$ cat config.mk
export PLATFORM = sky130hd
export DESIGN_NAME = psum_collector
export DESIGN_NICKNAME = d
export VERILOG_FILES = /design/src/rtl/psum_collector.sv
export SDC_FILE = /design/constraint.sdc
export NUM_CORES = 1
export LEC_CHECK = 0
export ABC_AREA = 0
export ABC_CLOCK_PERIOD_IN_PS = 20100
export CORE_MARGIN = 2
export CORE_UTILIZATION = 55
export DETAILED_ROUTE_END_ITERATION = 10
export PLACE_DENSITY = 0.78
export SETUP_SLACK_MARGIN = 0.1
export SYNTH_ARGS = -nofsm -noshare
export SYNTH_HDL_FRONTEND = slang
export SYNTH_SLANG_ARGS = --single-unit
export TNS_END_PERCENT = 1
$ cat constraint.sdc
create_clock -name clk -period 20.1 [get_ports clk]
set_input_delay 4.02 -clock clk [delete_from_list [all_inputs] [get_ports clk]]
set_output_delay 4.02 -clock clk [all_outputs]
set_load 0.01 [all_outputs]
$ cat src/rtl/psum_collector.sv
// Collects PE top-row psums, accumulates them over input-channel passes with saturation,
// then drains rows over a valid/ready stream. Optional ReLU on output via PSUM_RELU_EN.
module psum_collector #(
  parameter int BITWIDTH  = 16,
  parameter int PE_X_SIZE = 3,
  parameter int ACC_WIDTH = 24,
  parameter int DEPTH     = 4,
  parameter int PASS_W    = 10,
  parameter int ROW_W     = $clog2(DEPTH) + 1
) (
  input  logic                           clk,
  input  logic                           rstb,
  input  logic                           start,
  input  logic [PASS_W-1:0]              num_passes,
  input  logic [ROW_W-1:0]               num_rows,
  input  logic [BITWIDTH*PE_X_SIZE-1:0]  psum_in,
  input  logic                           psum_valid,
  output logic                           psum_ready,
  output logic [ACC_WIDTH*PE_X_SIZE-1:0] out_data,
  output logic                           out_valid,
  input  logic                           out_ready,
  output logic                           busy,
  output logic                           done,
  output logic                           sat_flag
);

  localparam int IdxW    = (DEPTH > 1) ? $clog2(DEPTH) : 1;
  localparam int RowBits = ACC_WIDTH * PE_X_SIZE;
  localparam int ExtW    = ACC_WIDTH + 1;

  typedef enum logic [1:0] {StIdle, StAccum, StDrain} state_e;

  state_e              state_q;
  logic [PASS_W-1:0]   passes_q, pass_cnt_q;
  logic [ROW_W-1:0]    rows_q, wr_row_q, rd_row_q;
  logic [RowBits-1:0]  buffer_q [DEPTH];
  logic                done_q, sat_q;

  logic [PASS_W-1:0]    passes_eff;
  logic [ROW_W-1:0]     rows_eff;
  logic [RowBits-1:0]   wr_entry, wr_next, rd_entry;
  logic [PE_X_SIZE-1:0] lane_sat;
  logic signed [ExtW-1:0] ext_in, ext_acc, lane_sum;
  logic                 last_row, last_pass, last_rd;

  always_comb begin
    passes_eff = (num_passes == '0) ? PASS_W'(1) : num_passes;
    if (num_rows == '0)                 rows_eff = ROW_W'(1);
    else if (num_rows > ROW_W'(DEPTH))  rows_eff = ROW_W'(DEPTH);
    else                                rows_eff = num_rows;
  end

  assign wr_entry  = buffer_q[wr_row_q[IdxW-1:0]];
  assign rd_entry  = buffer_q[rd_row_q[IdxW-1:0]];
  assign last_row  = (wr_row_q == rows_q - ROW_W'(1));
  assign last_pass = (pass_cnt_q == passes_q - PASS_W'(1));
  assign last_rd   = (rd_row_q == rows_q - ROW_W'(1));

  // First pass overwrites so stale entries from a previous job never leak in.
  always_comb begin
    wr_next  = '0;
    lane_sat = '0;
    ext_in   = '0;
    ext_acc  = '0;
    lane_sum = '0;
    for (int j = 0; j < PE_X_SIZE; j++) begin
      ext_in   = ExtW'($signed(psum_in[j*BITWIDTH +: BITWIDTH]));
      ext_acc  = ExtW'($signed(wr_entry[j*ACC_WIDTH +: ACC_WIDTH]));
      lane_sum = ext_acc + ext_in;
      if (pass_cnt_q == '0) begin
        wr_next[j*ACC_WIDTH +: ACC_WIDTH] = ext_in[ACC_WIDTH-1:0];
      end else if (lane_sum[ACC_WIDTH] != lane_sum[ACC_WIDTH-1]) begin
        lane_sat[j] = 1'b1;
        wr_next[j*ACC_WIDTH +: ACC_WIDTH] = lane_sum[ACC_WIDTH] ?
            {1'b1, {(ACC_WIDTH-1){1'b0}}} : {1'b0, {(ACC_WIDTH-1){1'b1}}};
      end else begin
        wr_next[j*ACC_WIDTH +: ACC_WIDTH] = lane_sum[ACC_WIDTH-1:0];
      end
    end
  end

`ifdef PSUM_RELU_EN
  always_comb begin
    out_data = '0;
    for (int j = 0; j < PE_X_SIZE; j++) begin
      out_data[j*ACC_WIDTH +: ACC_WIDTH] = rd_entry[j*ACC_WIDTH + ACC_WIDTH - 1] ?
          '0 : rd_entry[j*ACC_WIDTH +: ACC_WIDTH];
    end
  end
`else
  assign out_data = rd_entry;
`endif

  assign psum_ready = (state_q == StAccum);
  assign out_valid  = (state_q == StDrain);
  assign busy       = (state_q != StIdle);
  assign done       = done_q;
  assign sat_flag   = sat_q;

  always_ff @(posedge clk or posedge rstb) begin
    if (rstb) begin
      state_q    <= StIdle;
      passes_q   <= '0;
      rows_q     <= '0;
      pass_cnt_q <= '0;
      wr_row_q   <= '0;
      rd_row_q   <= '0;
      done_q     <= 1'b0;
      sat_q      <= 1'b0;
      for (int d = 0; d < DEPTH; d++) buffer_q[d] <= '0;
    end else begin
      done_q <= 1'b0;
      unique case (state_q)
        StIdle: begin
          if (start) begin
            passes_q   <= passes_eff;
            rows_q     <= rows_eff;
            pass_cnt_q <= '0;
            wr_row_q   <= '0;
            rd_row_q   <= '0;
            sat_q      <= 1'b0;
            state_q    <= StAccum;
          end
        end
        StAccum: begin
          if (psum_valid) begin
            buffer_q[wr_row_q[IdxW-1:0]] <= wr_next;
            if (|lane_sat) sat_q <= 1'b1;
            if (last_row) begin
              wr_row_q   <= '0;
              pass_cnt_q <= pass_cnt_q + PASS_W'(1);
              if (last_pass) state_q <= StDrain;
            end else begin
              wr_row_q <= wr_row_q + ROW_W'(1);
            end
          end
        end
        StDrain: begin
          if (out_ready) begin
            if (last_rd) begin
              rd_row_q <= '0;
              done_q   <= 1'b1;
              state_q  <= StIdle;
            end else begin
              rd_row_q <= rd_row_q + ROW_W'(1);
            end
          end
        end
        default: state_q <= StIdle;
      endcase
    end
  end

endmodule

Word-level counts from Yosys, hierarchy flattened
Cells that the tools add are included.
- magnitude comparators: 4
- eq/ne operators: 15
- reductions and logical operators: 16
- multipliers: 0
- div/mod/pow operators: 0
- add/subtract/negate cells: 8
- multiplexer cells: 52
- bitwise logic cells: 2
- shift operators: 0
- operators with widths (operator ; count):
    72-bit two-way mux ; 5
    72-bit binary-select mux with 2-bit select ; 2
    288-bit bitwise mux ; 1
    24-bit two-way mux ; 9
    72-bit demux with 2-bit select ; 1
    24-bit by 16-bit adder with 25-bit output ; 3
    10-bit two-way mux ; 4
    3-bit two-way mux ; 7
    10-bit zero test ; 2
    10-bit case mux with 2 select lines ; 1
    1-bit two-way mux ; 12
    2-bit two-way mux ; 6
    3-bit case mux with 2 select lines ; 2
    10-bit by 1-bit adder with 10-bit output (second input constant) ; 1
    10-bit == test ; 1
    2-bit by 1-bit inequality test with 1-bit output (second input constant) ; 5
    10-bit by 1-bit subtractor with 10-bit output (second input constant) ; 1
    4-bit AND reduction ; 2
    3-bit by 1-bit adder with 3-bit output (second input constant) ; 2
    3-bit == test ; 2
    3-bit greater-or-equal comparator (second input constant) ; 2
    2-bit NOT with 3-bit output ; 2
    2-bit case mux with 3 select lines ; 1
    3-bit AND reduction ; 2
    15 further kinds ; 21
- output and inout port bits: 77
- input port bits: 66
- latch bits: 0
- bits in read-only memories: 0
- bits in registers: 321
- memory bits (writable): 0
- word-level logic and storage cells: 109
- memories kept: 0

Logic depth before layout (Yosys ltp)
Gate-level depths: netlist of the first run.
- depth after elaboration: 12
- depth in mapped cells: 16
- gate-level depth less buffers: 13

Worst setup path after synthesis of the first run
OpenSTA, ideal clock, no wires.
- path kind: input to register
- start point: input psum_in[16]
- end point: register buffer_q[39] in the netlist's numbering
- data arrival time: 6.680 ns
- setup time: 0.082 ns
- cell stages on the path: 13
- required time: 20.018 ns
- path buffers: 1
- setup slack: 13.337 ns
- cells stage by stage: ha_1 inv_1 fa_1 nand2b_1 a21oi_1 a311oi_1 o211a_1 o31ai_1 nand3_1 or2_2 o21a_1 buf_2 a31oi_1
- cells in the longest elaborated chain, start to end: 5
- elaborated cells on any way between the ends: 6
- those cells by class: add/sub (1); eq/ne (1); mux (4)
- RTL lines (item ; line ; source):
    start, declared ; 16 ; input logic [BITWIDTH*PE_X_SIZE-1:0] psum_in,
    24-bit by 16-bit adder with 25-bit output (*) ; 69 ; lane_sum = ext_acc + ext_in;
    24-bit two-way mux / 1-bit inequality test (equally long branches) ; 74, 72 ;
    24-bit two-way mux (*) ; 72 ; end else if (lane_sum[ACC_WIDTH] != lane_sum[ACC_WIDTH-1]) begin
    24-bit two-way mux (*) ; 70 ; if (pass_cnt_q == '0) begin
    288-bit bitwise mux (*) ; 127 ; buffer_q[wr_row_q[IdxW-1:0]] <= wr_next;
    end signal, assigned by index ; 127 ;
    end, declared ; 36 ; logic [RowBits-1:0] buffer_q [DEPTH];
Mark *: on every way between the ends. The rest lies on a longest branch, timed or not.
A chain may end at the register's enable or synchronous reset.

Worst setup path after layout of the first run
- start point: input psum_in[16]
- end point: register buffer_q[261] in the netlist's numbering
Same word-level chain as after synthesis.

==> report_table.html, run 1 <==
<table>
<tr><th>Metric</th><th>Value</th></tr>
<tr><th colspan="2">Route</th></tr>
<tr><td>Via density per instance</td><td>6.36</td></tr>
<tr><td>Post-route DRC</td><td>0</td></tr>
<tr><td>Count of TritonRoute iterations in the first routing pass</td><td>5</td></tr>
<tr><td>Detailed-route via count</td><td>16600</td></tr>
<tr><td>Average wire per cell in the routed design</td><td>20.4 µm</td></tr>
<tr><td>Final Routed Wirelength</td><td>53000 µm</td></tr>
<tr><td>Iter 0 DRT Violations</td><td>1307</td></tr>
<tr><td>Number of nets with antenna violations after detailed routing</td><td>0</td></tr>
<tr><th colspan="2">GRT</th></tr>
<tr><td>GRT overflow</td><td>0</td></tr>
<tr><td>Largest net degree at the start of global routing</td><td>147</td></tr>
<tr><td>Via count of the first global-routing pass</td><td>16600</td></tr>
<tr><td>Wire length of the first global-routing pass</td><td>86300 µm</td></tr>
<tr><td>Global Route Usage Sum</td><td>0.279</td></tr>
<tr><td>Initial antenna violation count</td><td>1</td></tr>
<tr><th colspan="2">Cells and area</th></tr>
<tr><td>Register area</td><td>8050 µm²</td></tr>
<tr><td>Nets</td><td>2255</td></tr>
<tr><td>Area growth syn-to-layout</td><td>14.4%</td></tr>
<tr><td>Multi-input combinational cell area</td><td>11600 µm²</td></tr>
<tr><td>Antenna diodes</td><td>0</td></tr>
<tr><td>Ratio of cells with drive above 1 in the final layout</td><td>0.132</td></tr>
<tr><td>Filler Cell Count</td><td>2881</td></tr>
<tr><th colspan="2">Yosys</th></tr>
<tr><td>Cells taking the most area after synthesis</td><td>dfrtp_1 40%, mux4_2 16%, o21ai_0 7.6%</td></tr>
<tr><td>Post-Synthesis Cell Area</td><td>20300 µm²</td></tr>
<tr><td>Share of Yosys cell area claimed by the top area cell type</td><td>0.395</td></tr>
<tr><td>Cell with the most instances after synthesis</td><td>dfrtp_1</td></tr>
<tr><td>Number of warnings reported in the yosys synthesis log</td><td>0</td></tr>
<tr><td>Library cell occupying the most area in the post-synthesis netlist</td><td>dfrtp_1</td></tr>
<tr><td>Synthesized flop and latch total</td><td>321</td></tr>
<tr><td>Cell count after synthesis</td><td>2039</td></tr>
<tr><td>Number of synthesized flops with an enable pin</td><td>0</td></tr>
<tr><td>Sequential cell area fraction in the yosys report</td><td>0.395</td></tr>
<tr><td>Top cell types by occurrence after synthesis</td><td>321 x dfrtp_1, 316 x nand2_1, 308 x o21ai_0, 144 x mux4_2, 117 x a21oi_1</td></tr>
<tr><td>Avg Inst Size Synth</td><td>9.96 µm²</td></tr>
<tr><td>Synth unique cells</td><td>80</td></tr>
<tr><td>Synthesized netlist net count</td><td>2189</td></tr>
<tr><td>Async set-or-reset flop fraction in the synthesized netlist</td><td>1.00</td></tr>
<tr><td>Dominant synthesized flop cell</td><td>dfrtp_1</td></tr>
<tr><th colspan="2">CTS</th></tr>
<tr><td>Cell chosen for the clock root</td><td>clkbuf_16</td></tr>
<tr><td>Clock latency reported for the late side of the worst-skew pair</td><td>530 ps</td></tr>
<tr><td>CTS Buf Count</td><td>38</td></tr>
<tr><td>Clock sink count</td><td>321</td></tr>
<tr><td>Clock-pin slew on the worst setup and hold paths</td><td>60 ps</td></tr>
<tr><td>Buffers inserted by post-CTS timing repair</td><td>0</td></tr>
<tr><td>Clock tree buffer depth</td><td>3</td></tr>
<tr><td>Hold Buf Count CTS</td><td>0</td></tr>
<tr><td>Number of levels the H-tree was split into</td><td>2</td></tr>
<tr><td>Clock tree from TritonCTS</td><td>yes</td></tr>
<tr><td>Total of cells resized after clock tree synthesis</td><td>0</td></tr>
<tr><th colspan="2">Status</th></tr>
<tr><td>Run status</td><td>finished clean</td></tr>
<tr><th colspan="2">Timing</th></tr>
<tr><td>Clock Skews</td><td>19.2 ps</td></tr>
<tr><td>Crit share post-route</td><td>0.385</td></tr>
<tr><td>Max transition margin</td><td>0.276</td></tr>
<tr><td>Final number of max-transition violations</td><td>0</td></tr>
<tr><td>Final number of setup-violating endpoints</td><td>0</td></tr>
<tr><td>Fin Setup TNS</td><td>0 ps</td></tr>
<tr><td>Worst slew pin tran</td><td>1090 ps</td></tr>
<tr><td>Hold Violations, Final</td><td>0</td></tr>
<tr><td>Min cycle time layout</td><td>7730 ps</td></tr>
<tr><td>Setup repair after global routing missed its margin</td><td>no</td></tr>
<tr><td>FMAX</td><td>0.129 GHz</td></tr>
<tr><th colspan="2">Setup path</th></tr>
<tr><td>Launching point of the worst reg2reg path</td><td>wr_row_q[0]$_DFFE_PP0P_</td></tr>
<tr><td>Category of the worst setup path capture point</td><td>flip-flop</td></tr>
<tr><td>Highest net fanout along the worst path</td><td>16</td></tr>
<tr><td>Setup CP Type</td><td>primary input to flip-flop</td></tr>
<tr><td>Minimum setup slack among reg-to-reg paths</td><td>14200 ps</td></tr>
<tr><td>Required time of the worst setup path</td><td>20550 ps</td></tr>
<tr><td>Endpoint of the lowest-slack register-to-register path</td><td>buffer_q[261]$_DFFE_PP0P_</td></tr>
<tr><td>Worst Reg2Reg Path Length in Cells</td><td>14</td></tr>
<tr><td>Critical path arrival</td><td>8180 ps</td></tr>
<tr><td>Kind of launch point of the worst setup path</td><td>primary input</td></tr>
<tr><th colspan="2">Floorplanning</th></tr>
<tr><td>Num ports</td><td>143</td></tr>
<tr><td>Row cnt</td><td>70</td></tr>
<tr><td>Die outline area</td><td>38500 µm²</td></tr>
<tr><td>Core area</td><td>36500 µm²</td></tr>
<tr><td>Floorplan die width</td><td>196 µm</td></tr>
<tr><td>Starting density of the core</td><td>0.556</td></tr>
<tr><td>Die Height</td><td>196 µm</td></tr>
<tr><th colspan="2">Place</th></tr>
<tr><td>DPL Wire Length</td><td>34900 µm</td></tr>
<tr><td>Routability cong.</td><td>0.883</td></tr>
<tr><td>Number of buffer cells added on primary ports</td><td>142</td></tr>
<tr><th colspan="2">Min path</th></tr>
<tr><td>Hold Crit Class</td><td>flip-flop to flip-flop</td></tr>
<tr><td>Startpoint of the tightest hold check path</td><td>buffer_q[15]$_DFFE_PP0P_</td></tr>
<tr><td>Capture endpoint of the worst hold path</td><td>buffer_q[15]$_DFFE_PP0P_</td></tr>
<tr><td>Number of instances on the worst hold path</td><td>2</td></tr>
<tr><th colspan="2">Job</th></tr>
<tr><td>Max_cap viols</td><td>0</td></tr>
</table>
placed cells by master (no fill, tap or decap), drive strengths merged, types with 11 or more instances in the layout:
cell type / instances
o22ai: 17
nand4: 11
buf: 17
mux2: 11
a2bb2oi: 12
nand3: 20
nor3: 25
mux4: 144
clkdlybuf4s50: 142
o31ai: 14
xnor2: 44
clkbuf: 60
inv: 40
a211oi: 11
o211ai: 14
o21ai: 333
nor2: 117
and3: 14
xor2: 37
a21o: 32
nand2: 316
dfrtp: 321
a31oi: 33
ha: 81
a21oi: 119
nand2b: 16
worst max-delay path: stages:
cell and delay [ps]:
clkdlybuf4s50_1 520, ha_1 220, inv_1 80, fa_1 420, nand2b_1 180, a21oi_1 290, a311oi_1 260, o211a_1 270
o31ai_1 290, nand3_1 210, o21ai_2 770, o21ai_0 380, o21ai_0 250
how the worst max path moves through the flow:
stage	from	to	cells past startpoint
floorplan	rstb	buffer_q[0]$_DFFE_PP0P_	1
global placement	psum_in[16]	buffer_q[117]$_DFFE_PP0P_	13
detailed placement	psum_in[16]	buffer_q[261]$_DFFE_PP0P_	13
CTS	psum_in[16]	buffer_q[261]$_DFFE_PP0P_	13
global route	psum_in[16]	buffer_q[261]$_DFFE_PP0P_	13
finish	psum_in[16]	buffer_q[261]$_DFFE_PP0P_	13
area by class of cell:
cell class,instances,share of cell area
Multi-Input combinational cell,1548,0.501
Sequential cell,321,0.346
Inverter,37,0.00630
Timing Repair Buffer,159,0.0667
Clock inverter,8,0.00517
Tap cell,468,0.0252
Clock buffer,60,0.0492
kinds of logic after synthesis:
family                     count (synthesis)  synth area share
and+or+nand+nor                          568             0.121
muxes                                    158             0.167
buffers and inverters                    170            0.0331
DFF                                      321             0.395
xor gates and xnor gates                  81            0.0349
AOI/OAI and AO/OA                        657             0.195
adders and majority gates                 84            0.0528
layer usage:
layer | track usage | part of all wire | wire (µm)
met5 | 0 | 0 | 0
met4 | 0.106 | 0.035 | 1870
met3 | 0.0366 | 0.058 | 3090
met2 | 0.464 | 0.48 | 25500
met1 | 0.378 | 0.43 | 22600
sequential cells by signal, indices dropped and copies added, names as in the netlist:
name        flops
buffer_q      288
pass_cnt_q     10
passes_q       10
rd_row_q        3
rows_q          3
wr_row_q        3
state_q         2
done            1
sat_flag        1
per-stage QoR:
step	util	instance area (µm²)	setup slack [ps]	hold slack, ps	cells
floorplan	-	20300	7200	460	2039
global placement	0.602	22000	12130	473	2533
detailed placement	0.602	22000	11910	487	2533
CTS	0.636	23200	12460	499	2601
global route	0.636	23200	12180	523	2601
finish	0.636	23200	12370	496	2601
Power of run 1 is not shown: default switching activity piles up to over one toggle a cycle in this logic, so the estimate is an artifact.
==> run 2, diff against run 1 <==
Settings changed: ABC_CLOCK_PERIOD_IN_PS 20100 to 6690, CORE_UTILIZATION 55 to 54, PLACE_DENSITY 0.78 to 0.8.
Clock period 20.1 ns to 6.69 ns, I/O delays scaled along.
==> run 2 against run 1 <==
Cell count increased by 0.19%. Via count increased by 0.83%. Clock skew increased by 6.5 ps. Critical path depth decreased by 1. Register-to-register slack got worse by 13000 ps. Wire length increased by 1.2%. Hold slack improved by 2.9 ps. Global-route usage about the same. Clock-buffer cell count decreased by 9. Largest cell class unchanged.
==> report_table.html, run 2 (synthesis gave the netlist of run 1 again) <==
<table>
<tr><th>Metric</th><th>Value</th></tr>
<tr><th colspan="2">Timing</th></tr>
<tr><td>FMAX</td><td>0.199 GHz</td></tr>
<tr><td>Final number of setup-violating endpoints</td><td>0 (unchanged)</td></tr>
<tr><td>Min cycle time layout</td><td>5040 ps</td></tr>
<tr><td>Worst slew pin tran</td><td>1080 ps (was 1090 ps)</td></tr>
<tr><td>Fin Setup TNS</td><td>0 ps (unchanged)</td></tr>
<tr><td>Setup repair after global routing missed its margin</td><td>no (unchanged)</td></tr>
<tr><td>Final number of max-transition violations</td><td>0 (unchanged)</td></tr>
<tr><td>Crit share post-route</td><td>0.753</td></tr>
<tr><td>Least setup slack across all paths after layout</td><td>1650 ps (was 12370 ps)</td></tr>
<tr><td>Max transition margin</td><td>0.282 (was 0.276)</td></tr>
<tr><td>Hold Violations, Final</td><td>0 (unchanged)</td></tr>
<tr><td>Clock Skews</td><td>25.6 ps (was 19.2 ps)</td></tr>
<tr><th colspan="2">GRT</th></tr>
<tr><td>Initial antenna violation count</td><td>1 (unchanged)</td></tr>
<tr><td>Via count of the first global-routing pass</td><td>16500 (was 16600)</td></tr>
<tr><td>Global Route Usage Sum</td><td>0.279 (about the same)</td></tr>
<tr><td>Wire length of the first global-routing pass</td><td>86700 µm (was 86300 µm)</td></tr>
<tr><td>Largest net degree at the start of global routing</td><td>178 (was 147)</td></tr>
<tr><td>GRT overflow</td><td>0 (unchanged)</td></tr>
<tr><th colspan="2">Route</th></tr>
<tr><td>Number of nets with antenna violations after detailed routing</td><td>0 (unchanged)</td></tr>
<tr><td>Count of TritonRoute iterations in the first routing pass</td><td>6 (was 5)</td></tr>
<tr><td>Via density per instance</td><td>6.41 (was 6.36)</td></tr>
<tr><td>Detailed-route via count</td><td>16700 (was 16600)</td></tr>
<tr><td>Post-route DRC</td><td>0 (unchanged)</td></tr>
<tr><td>Final Routed Wirelength</td><td>53700 µm (was 53000 µm)</td></tr>
<tr><td>Average wire per cell in the routed design</td><td>20.6 µm (was 20.4 µm)</td></tr>
<tr><td>Iter 0 DRT Violations</td><td>1184 (was 1307)</td></tr>
<tr><th colspan="2">Setup path</th></tr>
<tr><td>Kind of launch point of the worst setup path</td><td>flip-flop (was primary input)</td></tr>
<tr><td>Highest net fanout along the worst path</td><td>48 (was 16)</td></tr>
<tr><td>Required time of the worst setup path</td><td>7070 ps (was 20550 ps)</td></tr>
<tr><td>Critical path arrival</td><td>5410 ps (was 8180 ps)</td></tr>
<tr><td>Category of the worst setup path capture point</td><td>flip-flop (unchanged)</td></tr>
<tr><td>Setup CP Type</td><td>flip-flop to flip-flop (was primary input to flip-flop)</td></tr>
<tr><th colspan="2">Place</th></tr>
<tr><td>DPL Wire Length</td><td>35800 µm (was 34900 µm)</td></tr>
<tr><td>Worst slack at placement</td><td>1240 ps (was 11910 ps)</td></tr>
<tr><td>Number of buffer cells added on primary ports</td><td>142 (unchanged)</td></tr>
<tr><td>Routability cong.</td><td>0.921 (was 0.883)</td></tr>
<tr><th colspan="2">Cells and area</th></tr>
<tr><td>Commonest cells after routing, fill and taps aside</td><td>317 x dfrtp_1, 312 x nand2_1, 308 x o21ai_0 (unchanged)</td></tr>
<tr><td>Biggest regs</td><td>buffer_q (288), pass_cnt_q (10), passes_q (10) (unchanged)</td></tr>
<tr><td>Number of flip-flops under the largest register name</td><td>288 (unchanged)</td></tr>
<tr><td>Filler Cell Count</td><td>2993 (was 2881)</td></tr>
<tr><td>Ratio of cells with drive above 1 in the final layout</td><td>0.136 (was 0.132)</td></tr>
<tr><td>Nets</td><td>2258 (was 2255)</td></tr>
<tr><td>Area growth syn-to-layout</td><td>14.7% (was 14.4%)</td></tr>
<tr><td>Antenna diodes</td><td>0 (unchanged)</td></tr>
<tr><td>Most frequent standard cell in the layout excluding fill and tap cells</td><td>dfrtp_1 (unchanged)</td></tr>
<tr><td>Register name with the most flops</td><td>buffer_q (unchanged)</td></tr>
<tr><th colspan="2">CTS</th></tr>
<tr><td>Clock latency reported for the late side of the worst-skew pair</td><td>550 ps (was 530 ps)</td></tr>
<tr><td>Hold Buf Count CTS</td><td>0 (unchanged)</td></tr>
<tr><td>Total of cells resized after clock tree synthesis</td><td>0 (unchanged)</td></tr>
<tr><td>Clock-pin slew on the worst setup and hold paths</td><td>60 ps (about the same)</td></tr>
<tr><td>Cell chosen for the clock root</td><td>clkbuf_16 (unchanged)</td></tr>
<tr><td>Clock tree buffer depth</td><td>3 (unchanged)</td></tr>
<tr><td>Clock tree from TritonCTS</td><td>yes (unchanged)</td></tr>
<tr><td>Buffers inserted by post-CTS timing repair</td><td>0 (unchanged)</td></tr>
<tr><td>Number of levels the H-tree was split into</td><td>2 (unchanged)</td></tr>
<tr><td>CTS Buf Count</td><td>38 (unchanged)</td></tr>
<tr><td>Clock sink count</td><td>321 (unchanged)</td></tr>
<tr><th colspan="2">Min path</th></tr>
<tr><td>Hold Crit Class</td><td>flip-flop to flip-flop (unchanged)</td></tr>
<tr><th colspan="2">Floorplanning</th></tr>
<tr><td>Num ports</td><td>143 (unchanged)</td></tr>
<tr><td>Row cnt</td><td>71 (was 70)</td></tr>
<tr><td>Die Height</td><td>198 µm (was 196 µm)</td></tr>
<tr><td>Die outline area</td><td>39200 µm² (was 38500 µm²)</td></tr>
<tr><td>Floorplan die width</td><td>198 µm (was 196 µm)</td></tr>
<tr><td>Core area</td><td>37300 µm² (was 36500 µm²)</td></tr>
<tr><td>Starting density of the core</td><td>0.544 (was 0.556)</td></tr>
<tr><th colspan="2">Status</th></tr>
<tr><td>Run status</td><td>finished clean (unchanged)</td></tr>
<tr><th colspan="2">Job</th></tr>
<tr><td>Max_cap viols</td><td>0 (unchanged)</td></tr>
</table>
run 2: cell count changes in the layout (fill, tap and decap cells not counted), sizes merged:
cell    delta
clkbuf     -9
clkinv     +7
buf        +3
inv        -3
bufinv     +1
run 2: area by class of cell:
| cell class | count | area (µm²) | share of cell area |
|---|---|---|---|
| Clock buffer | 51 | 1100 | 0.0473 |
| Clock inverter | 13 | 154 | 0.00661 |
| Sequential cell | 321 | 8050 | 0.346 |
| Multi-Input combinational cell | 1548 | 11600 | 0.500 |
| Timing Repair Buffer | 162 | 1610 | 0.0691 |
| Tap cell | 474 | 593 | 0.0255 |
| Inverter | 37 | 143 | 0.00612 |
run 2: path summary, 6_finish.rpt:
path | startpoint | endpoint | slack [ps] | cells after the start
setup / recovery | wr_row_q[1]$_DFFE_PP0P_ | buffer_q[44]$_DFFE_PP0P_ | 1650 | 12
hold / removal | buffer_q[167]$_DFFE_PP0P_ | buffer_q[167]$_DFFE_PP0P_ | 500 | 2
setup reg to reg | wr_row_q[1]$_DFFE_PP0P_ | buffer_q[44]$_DFFE_PP0P_ | 1650 | 12
hold reg to reg | buffer_q[167]$_DFFE_PP0P_ | buffer_q[167]$_DFFE_PP0P_ | 500 | 2
max in group asynchronous | rstb | buffer_q[18]$_DFFE_PP0P_ | 4050 | 3
min in group asynchronous | rstb | pass_cnt_q[5]$_DFFE_PP0P_ | 1270 | 2
run 2: metrics by stage:
stage / hold slack, ps / cells / cell area, µm² / utilization
floorplan: 460 / 2039 / 20300 / -
CTS: 499 / 2606 / 23300 / 0.624
global route: 521 / 2606 / 23300 / 0.624
global placement: 473 / 2542 / 22000 / 0.591
finish: 499 / 2606 / 23300 / 0.624
detailed placement: 486 / 2542 / 22000 / 0.591
run 2: worst max-delay path, cell delays in order (launching register included):
cell	delay, ps
dfrtp_4	1010
buf_4	390
mux4_2	340
ha_1	360
a2111oi_0	350
o21ai_0	270
nand4bb_1	220
nand2_1	130
a41oi_2	250
and3_1	610
nor2_1	340
a31oi_1	450
a21oi_1	130
run 2: metal layers:
| layer | GRT usage | vias to the layer above | wire length (µm) |
|---|---|---|---|
| met5 | 0 | - | 11 |
| met4 | 0.106 | 2 | 1720 |
| met3 | 0.0451 | 116 | 3740 |
| met2 | 0.461 | 658 | 25900 |
| met1 | 0.374 | 8228 | 22300 |
| li1 | - | 7689 | - |
Power of run 2 is left out for the same reason.
